**config.mk**
```make
export PLATFORM = sky130hd
export DESIGN_NAME = pic10_control
export DESIGN_NICKNAME = d
export VERILOG_FILES = /design/src/rtl/pic10_pkg.sv /design/src/rtl/pic10_decode.sv /design/src/rtl/pic10_control.sv
export SDC_FILE = /design/constraint.sdc
export NUM_CORES = 1
export LEC_CHECK = 0
export ABC_AREA = 0
export CAP_MARGIN = 20
export CORE_UTILIZATION = 46
export DETAILED_ROUTE_END_ITERATION = 8
export GPL_TIMING_DRIVEN = 0
export PLACE_DENSITY_LB_ADDON = 0.15
export SLEW_MARGIN = 30
export SYNTH_ARGS = -nofsm -noshare
export SYNTH_HDL_FRONTEND = slang
export SYNTH_SLANG_ARGS = --single-unit
```
**constraint.sdc**
```tcl
create_clock -name clk -period 2.5 [get_ports clk]
set_clock_uncertainty 0.2 [all_clocks]
set_input_delay 0.5 -clock clk [delete_from_list [all_inputs] [get_ports clk]]
set_output_delay 0.5 -clock clk [all_outputs]
set_load 0.02 [all_outputs]
```
**src/rtl/pic10_pkg.sv**
```systemverilog
// +----------------------------------------------------------------------------+
// | pic10_pkg: shared types and constants for the PIC10 instruction sequencer  |
// | Rev 1.0 - initial release                                                  |
// +----------------------------------------------------------------------------+
`default_nettype none

package pic10_pkg;

    typedef enum logic [1:0] {
        ST_EXEC  = 2'd0,
        ST_FLUSH = 2'd1,
        ST_SLEEP = 2'd2,
        ST_TRAP  = 2'd3
    } state_e;

    typedef enum logic [1:0] {
        SKIP_NONE = 2'd0,
        SKIP_Z    = 2'd1,
        SKIP_NZ   = 2'd2
    } skip_e;

    localparam logic [1:0] Q1 = 2'd0;
    localparam logic [1:0] Q2 = 2'd1;
    localparam logic [1:0] Q3 = 2'd2;
    localparam logic [1:0] Q4 = 2'd3;

    localparam logic [1:0] MUX_FILE = 2'd0;
    localparam logic [1:0] MUX_LIT  = 2'd1;
    localparam logic [1:0] MUX_BIT  = 2'd2;

    // Byte-oriented opcodes, ir[11:6]
    localparam logic [5:0] OP_SUBWF  = 6'b000010;
    localparam logic [5:0] OP_DECFSZ = 6'b001011;
    localparam logic [5:0] OP_SWAPF  = 6'b001110;
    localparam logic [5:0] OP_INCFSZ = 6'b001111;

    // Bit, literal and control opcodes, ir[11:8]
    localparam logic [3:0] OP_BCF   = 4'b0100;
    localparam logic [3:0] OP_BSF   = 4'b0101;
    localparam logic [3:0] OP_BTFSC = 4'b0110;
    localparam logic [3:0] OP_BTFSS = 4'b0111;
    localparam logic [3:0] OP_RETLW = 4'b1000;
    localparam logic [3:0] OP_CALL  = 4'b1001;
    localparam logic [3:0] OP_GOTOA = 4'b1010;
    localparam logic [3:0] OP_GOTOB = 4'b1011;
    localparam logic [3:0] OP_MOVLW = 4'b1100;
    localparam logic [3:0] OP_IORLW = 4'b1101;
    localparam logic [3:0] OP_ANDLW = 4'b1110;
    localparam logic [3:0] OP_XORLW = 4'b1111;

    // Miscellaneous ops, ir[4:0] when ir[11:5] == 0
    localparam logic [4:0] MISC_NOP    = 5'h00;
    localparam logic [4:0] MISC_OPTION = 5'h02;
    localparam logic [4:0] MISC_SLEEP  = 5'h03;
    localparam logic [4:0] MISC_CLRWDT = 5'h04;
    localparam logic [4:0] MISC_TRIS   = 5'h06;

    function automatic logic byte_op_sets_status(input logic [5:0] op);
        logic r;
        case (op)
            OP_DECFSZ, OP_INCFSZ, OP_SWAPF: r = 1'b0;
            default:                        r = 1'b1;
        endcase
        return r;
    endfunction

endpackage

`default_nettype wire

```
**src/rtl/pic10_decode.sv**
```systemverilog
// +----------------------------------------------------------------------------+
// | pic10_decode: combinational instruction decoder for the PIC10 sequencer    |
// | Illegal-opcode flag exists only with PIC10_CTRL_ILLEGAL_TRAP_EN.           |
// | Rev 1.0 - initial release                                                  |
// +----------------------------------------------------------------------------+
`default_nettype none

module pic10_decode
    import pic10_pkg::*;
(
`ifdef PIC10_CTRL_ILLEGAL_TRAP_EN
    output logic        illegal_o,
`endif
    input  logic [11:0] ir_i,
    output logic [1:0]  alu_mux_sel_o,
    output logic        w_wr_o,
    output logic        f_wr_o,
    output logic        st_wr_o,
    output logic        is_goto_o,
    output logic        is_call_o,
    output logic        is_retlw_o,
    output skip_e       skip_type_o,
    output logic        is_sleep_o
);

    logic [5:0] w_op6;
    assign w_op6 = ir_i[11:6];

    always_comb begin
        alu_mux_sel_o = MUX_FILE;
        w_wr_o        = 1'b0;
        f_wr_o        = 1'b0;
        st_wr_o       = 1'b0;
        is_goto_o     = 1'b0;
        is_call_o     = 1'b0;
        is_retlw_o    = 1'b0;
        skip_type_o   = SKIP_NONE;
        is_sleep_o    = 1'b0;
`ifdef PIC10_CTRL_ILLEGAL_TRAP_EN
        illegal_o     = 1'b0;
`endif
        if (ir_i[11:10] == 2'b00) begin
            if (w_op6 >= OP_SUBWF) begin
                // Byte-oriented ops: d selects the destination
                w_wr_o  = ~ir_i[5];
                f_wr_o  = ir_i[5];
                st_wr_o = byte_op_sets_status(w_op6);
                if (w_op6 == OP_DECFSZ || w_op6 == OP_INCFSZ) begin
                    skip_type_o = SKIP_Z;
                end
            end else if (w_op6 == 6'b000001) begin
                st_wr_o = 1'b1;
                if (ir_i[5]) begin
                    f_wr_o = 1'b1;
                end else begin
                    w_wr_o = 1'b1;
                end
            end else if (ir_i[5]) begin
                f_wr_o = 1'b1;
            end else begin
                case (ir_i[4:0])
                    MISC_NOP, MISC_OPTION, MISC_CLRWDT, MISC_TRIS: begin
                    end
                    MISC_SLEEP: is_sleep_o = 1'b1;
                    default: begin
`ifdef PIC10_CTRL_ILLEGAL_TRAP_EN
                        illegal_o = 1'b1;
`endif
                    end
                endcase
            end
        end else begin
            case (ir_i[11:8])
                OP_BCF, OP_BSF: begin
                    alu_mux_sel_o = MUX_BIT;
                    f_wr_o        = 1'b1;
                end
                OP_BTFSC: begin
                    alu_mux_sel_o = MUX_BIT;
                    skip_type_o   = SKIP_Z;
                end
                OP_BTFSS: begin
                    alu_mux_sel_o = MUX_BIT;
                    skip_type_o   = SKIP_NZ;
                end
                OP_RETLW: begin
                    alu_mux_sel_o = MUX_LIT;
                    w_wr_o        = 1'b1;
                    is_retlw_o    = 1'b1;
                end
                OP_CALL:           is_call_o = 1'b1;
                OP_GOTOA, OP_GOTOB: is_goto_o = 1'b1;
                OP_MOVLW: begin
                    alu_mux_sel_o = MUX_LIT;
                    w_wr_o        = 1'b1;
                end
                OP_IORLW, OP_ANDLW, OP_XORLW: begin
                    alu_mux_sel_o = MUX_LIT;
                    w_wr_o        = 1'b1;
                    st_wr_o       = 1'b1;
                end
                default: begin
                end
            endcase
        end
    end

endmodule

`default_nettype wire

```
**src/rtl/pic10_control.sv**
```systemverilog
// +----------------------------------------------------------------------------+
// | pic10_control: Q-cycle sequencer, IR and strobe generation for PIC10 core  |
// | Optional macro PIC10_CTRL_ILLEGAL_TRAP_EN adds TRAP state and illegal_op.  |
// | Rev 1.0 - initial release                                                  |
// +----------------------------------------------------------------------------+
`default_nettype none

module pic10_control
    import pic10_pkg::*;
#(
    parameter bit RESET_FLUSH = 1'b1
) (
    input  logic        clk,
    input  logic        rst_n,
    input  logic [11:0] prog_data,
    input  logic        alu_zero,
    input  logic        wake,
    output logic [11:0] ir_reg_bus,
    output logic [1:0]  q_phase,
    output logic [1:0]  alu_mux_sel,
    output logic        w_we,
    output logic        f_we,
    output logic        status_we,
    output logic        pc_inc,
    output logic        pc_load,
    output logic        stack_push,
    output logic        stack_pop,
`ifdef PIC10_CTRL_ILLEGAL_TRAP_EN
    output logic        illegal_op,
`endif
    output logic        sleeping
);

    state_e      state_q, state_d, exec_next;
    logic [1:0]  phase_q, phase_d;
    logic [11:0] ir_q, ir_d;
    logic [1:0]  mux_q, mux_d;
    logic        w_we_q, w_we_d, f_we_q, f_we_d, st_we_q, st_we_d;
    logic        inc_q, inc_d, load_q, load_d, push_q, push_d, pop_q, pop_d;

    logic [1:0]  dec_mux;
    logic        dec_w, dec_f, dec_st, dec_goto, dec_call, dec_retlw, dec_sleep;
    skip_e       dec_skip;
    logic        skip_taken, exec_q3, run_d;
`ifdef PIC10_CTRL_ILLEGAL_TRAP_EN
    logic        dec_illegal;
`endif

    pic10_decode u_decode (
`ifdef PIC10_CTRL_ILLEGAL_TRAP_EN
        .illegal_o     (dec_illegal),
`endif
        .ir_i          (ir_q),
        .alu_mux_sel_o (dec_mux),
        .w_wr_o        (dec_w),
        .f_wr_o        (dec_f),
        .st_wr_o       (dec_st),
        .is_goto_o     (dec_goto),
        .is_call_o     (dec_call),
        .is_retlw_o    (dec_retlw),
        .skip_type_o   (dec_skip),
        .is_sleep_o    (dec_sleep)
    );

    assign skip_taken = ((dec_skip == SKIP_Z)  &&  alu_zero) ||
                        ((dec_skip == SKIP_NZ) && !alu_zero);

    always_comb begin
        exec_next = ST_EXEC;
        if (dec_sleep) begin
            exec_next = ST_SLEEP;
        end else if (dec_goto || dec_call || dec_retlw || skip_taken) begin
            exec_next = ST_FLUSH;
        end
`ifdef PIC10_CTRL_ILLEGAL_TRAP_EN
        if (dec_illegal) begin
            exec_next = ST_TRAP;
        end
`endif
    end

    always_comb begin
        state_d = state_q;
        phase_d = phase_q + 2'd1;
        case (state_q)
            ST_EXEC: begin
                if (phase_q == Q4) begin
                    state_d = exec_next;
                end
            end
            ST_FLUSH: begin
                if (phase_q == Q4) begin
                    state_d = ST_EXEC;
                end
            end
            ST_SLEEP: begin
                // Waking resumes mid-cycle at Q2 of a flush cycle
                phase_d = Q1;
                if (wake) begin
                    state_d = ST_FLUSH;
                    phase_d = Q2;
                end
            end
            default: phase_d = Q1;
        endcase
    end

    // Strobes are registered, so each is computed for the phase being entered
    always_comb begin
        exec_q3 = (state_q == ST_EXEC) && (phase_q == Q3);
        run_d   = (state_d == ST_EXEC) || (state_d == ST_FLUSH);
        w_we_d  = exec_q3 && dec_w;
        f_we_d  = exec_q3 && dec_f;
        st_we_d = exec_q3 && dec_st;
        load_d  = exec_q3 && (dec_goto || dec_call || dec_retlw);
        push_d  = exec_q3 && dec_call;
        pop_d   = exec_q3 && dec_retlw;
        inc_d   = run_d && (phase_d == Q1);
        mux_d   = (run_d && (phase_d != Q1)) ? dec_mux : MUX_FILE;
        ir_d    = ir_q;
        if ((phase_q == Q4) && ((state_q == ST_EXEC) || (state_q == ST_FLUSH))) begin
            ir_d = prog_data;
        end
    end

    always_ff @(posedge clk or negedge rst_n) begin
        if (!rst_n) begin
            state_q <= RESET_FLUSH ? ST_FLUSH : ST_EXEC;
            phase_q <= Q1;
            ir_q    <= 12'h000;
            mux_q   <= MUX_FILE;
            w_we_q  <= 1'b0;
            f_we_q  <= 1'b0;
            st_we_q <= 1'b0;
            inc_q   <= 1'b0;
            load_q  <= 1'b0;
            push_q  <= 1'b0;
            pop_q   <= 1'b0;
        end else begin
            state_q <= state_d;
            phase_q <= phase_d;
            ir_q    <= ir_d;
            mux_q   <= mux_d;
            w_we_q  <= w_we_d;
            f_we_q  <= f_we_d;
            st_we_q <= st_we_d;
            inc_q   <= inc_d;
            load_q  <= load_d;
            push_q  <= push_d;
            pop_q   <= pop_d;
        end
    end

    assign ir_reg_bus  = ir_q;
    assign q_phase     = phase_q;
    assign alu_mux_sel = mux_q;
    assign w_we        = w_we_q;
    assign f_we        = f_we_q;
    assign status_we   = st_we_q;
    assign pc_inc      = inc_q;
    assign pc_load     = load_q;
    assign stack_push  = push_q;
    assign stack_pop   = pop_q;
    assign sleeping    = (state_q == ST_SLEEP);
`ifdef PIC10_CTRL_ILLEGAL_TRAP_EN
    assign illegal_op  = (state_q == ST_TRAP);
`endif

endmodule

`default_nettype wire

```
==> results.sh <==
export IMPL_cp_slowest_cell="clkdlybuf4s50_1"
export IMPL_drc=0
export IMPL_timing_hold_ws_ns=0.320
export IMPL_hpwlAfterDp_mm=1.54
export IMPL_p_leak_nw=0.709
export IMPL_switching_power_w=0.000125
export IMPL_hold_buffers=1
export IMPL_tightestPinTransition_ns=0.536
export IMPL_max_stage_delay_ns=0.61
export IMPL_wl_per_cell_um=12.9
export IMPL_die_area_um2=2540
export IMPL_vdd_ir_drop_max_v=0.000332
export IMPL_pwr_share_comb=0.053
export IMPL_synth_adder_area_share=0.0232
export IMPL_ys_flop_type="dfrtp_1"
export IMPL_finalHoldViolations=0
export IMPL_h_tree_depth=1
export IMPL_grt_max_degree=26
export IMPL_seqPwrFrac=0.663
export IMPL_synthMuxAreaShare=0.124
export IMPL_cts_buffers=3
export IMPL_synth_edf_count=0
export IMPL_synth_compound_area_frac=0.0800
export IMPL_synthArstFlopShare=1.00
export IMPL_synth_nets=104
export IMPL_finalCritPeriodShare=0.888
export IMPL_nets=149
export IMPL_stdcell_count=158
export IMPL_finalSetupTns_ns=0
export IMPL_drt_first_pass_iters=4
export IMPL_yosysSeqAreaShare=0.581
export IMPL_worst_setup_path_start_kind="flop"
export IMPL_drt_wl_total_mm=2.04
export IMPL_switching_share=0.205
export IMPL_seq_area_um2=627
export IMPL_path_class="reg2out"
export IMPL_avgSynthCellArea_um2=12.5
export IMPL_placed_cells=153
export IMPL_cp_cell_sequence="nor2b_1 -> clkdlybuf4s50_1"
export IMPL_synth_common_cells="dfrtp_1 (24), mux2_2 (11), inv_1 (4), nor2_1 (4)"
export IMPL_syn_area_um2=1080
export IMPL_arrival_ns=1.52
export IMPL_fin_util=0.695
export IMPL_setup_violations=0
export IMPL_ctsResizeCount=0
export IMPL_rsz0062_at_grt="false"
export IMPL_insertion_delay_ns=0.31
export IMPL_cts_tree="yes"
export IMPL_overflow=0
export IMPL_yosysMostFrequentCell="dfrtp_1"
export IMPL_grt_pass1_wl_mm=3.60
export IMPL_synth_largest_area_cell="dfrtp_1"
export IMPL_multi_input_area_um2=398
export IMPL_synth_top_family_by_area="simple AND/OR/NAND/NOR gates"
export IMPL_yosys_warnings=0
export IMPL_end_kind="primary output"
export IMPL_place_congestion=0.731
export IMPL_die_w_um=50.4
export IMPL_antenna_found_initial=0
export IMPL_fmaxAchievable_mhz=450
export IMPL_syn_to_final_growth_pct=42.5
export IMPL_viasPerCell=5.13
export IMPL_initial_utilization=0.488
export IMPL_drive_gt1_frac=0.177
export IMPL_num_vias=810
export IMPL_synth_xor_area_frac=0.00812
export IMPL_dr_first_iter_drc_count=9
export IMPL_synth_seq_cells=25
export IMPL_port_buffers=39
export IMPL_clk_path_buf_depth=2
export IMPL_p_per_area_nw_per_um2=397
export IMPL_die_y_um=50.4
export IMPL_relSlewSlack=0.643
export IMPL_grtUsageTotal=0.192
export IMPL_synth_simple_area_share=0.133
export IMPL_syn_instance_count=86
export IMPL_nFillCells=173
export IMPL_ant_nets=0
export IMPL_clock_sinks=25
export IMPL_cts_setup_buffers=0
export IMPL_io_pins=40
export IMPL_clockPowerShare=0.284
export IMPL_synth_cell_type_count=34
export IMPL_row_count=17
export IMPL_cap_violations=0
export IMPL_slew_violations=0
export IMPL_critical_path_required_ns=1.80
export IMPL_fin_ws_ns=0.279
export IMPL_diodes=0
export IMPL_core_um2=2210
export IMPL_synth_top_cell_area_share=0.557
export IMPL_clock_root_buffer="clkbuf_4"
export IMPL_worstPathMaxFanout=7
export IMPL_dpl_worst_slack_ns=0.552
export IMPL_cell_internal_pwr_w=0.000485
export IMPL_grt_pass1_vias=830
export IMPL_outcome="finished clean"
export IMPL_period_needed_ns=2.22
export IMPL_clk_pin_slew_ns=0.13
export IMPL_hold_path_class="reg2reg"
export IMPL_synth_area_top_cells="dfrtp_1 (56%), mux2_2 (11%), dfstp_2 (2.4%)"
-- cell usage in the layout, fill, tap and decap left out, types with 2 or more instances in the layout --
master / count
a21oi_1: 2
mux2_2: 11
nor2b_1: 3
ha_1: 2
clkdlybuf4s50_1: 38
or4_1: 2
dfrtp_1: 24
nor4_1: 2
o21ai_0: 2
buf_2: 4
clkbuf_4: 3
nor2_1: 4
nand2_1: 3
inv_1: 4
nor3_1: 3
-- cells by family (layout without fill, tap and decap cells) --
| family | count (synthesis) | count (layout) |
|---|---|---|
| AO/OA/AOI/OAI | 12 | 12 |
| XOR/XNOR | 1 | 1 |
| adder cells (fa/ha/maj) | 2 | 2 |
| buffers and inverters | 10 | 54 |
| flip-flops | 25 | 25 |
| multiplexers | 12 | 12 |
| AND/OR/NAND/NOR | 24 | 24 |
-- routing by layer --
layer,global-route usage,part of all wire,vias up
li1,-,-,396
met4,0.120,0.016,0
met5,0,0,-
met3,0.0303,0.049,4
met1,0.240,0.45,382
met2,0.311,0.49,28
-- path summary, 6_finish.rpt --
check	start	endpoint	slack (ns)	depth (start not counted)
max	state_q[1]	sleeping	0.28	2
min	ir_reg_bus[4]	state_q[1]	0.32	1
max reg2reg	q_phase[0]	ir_reg_bus[7]	0.67	5
min reg2reg	ir_reg_bus[4]	state_q[1]	0.32	1
max in group asynchronous	rst_n	state_q[0]	1.25	2
min in group asynchronous	rst_n	ir_reg_bus[9]	0.49	2
-- power by group through the flow --
stage                     sequential, W  combinational, W  clock, W
after floorplan                0.000412        0.00000127         0
after CTS                      0.000404         0.0000331  0.000180
after global routing           0.000405         0.0000353  0.000202
final                          0.000404         0.0000325  0.000173
after detailed placement       0.000412         0.0000317         0
after global placement         0.000412         0.0000318         0
-- critical path: cells and delay by family, from the launching register on --
family | cells | cell delay (ns)
buffers and inverters | 1 | 0.61
flip-flops | 1 | 0.45
AND/OR/NAND/NOR | 1 | 0.15
-- registers in the layout, indices dropped and copies added (netlist names) --
register	cells
w_we	1
ir_reg_bus	12
stack_pop	1
status_we	1
alu_mux_sel	2
pc_load	1
q_phase	2
stack_push	1
f_we	1
pc_inc	1
state_q	2
-- area by class of cell --
cell class	count	area share
Clock inverter	1	0.00326
Inverter	4	0.00977
Tap cell	28	0.0228
Timing Repair Buffer	40	0.257
Sequential cell	25	0.408
Clock buffer	3	0.0147
Buffer	6	0.0252
Multi-Input combinational cell	51	0.259
-- per-stage QoR --
stage          total power (W)  area [µm²]
6_report              0.000610        1540
5_1_grt               0.000642        1540
4_1_cts               0.000617        1540
3_5_place_dp          0.000444        1500
3_3_place_gp          0.000444        1500
2_1_floorplan         0.000413        1080
(Power assumes the default switching activity.)
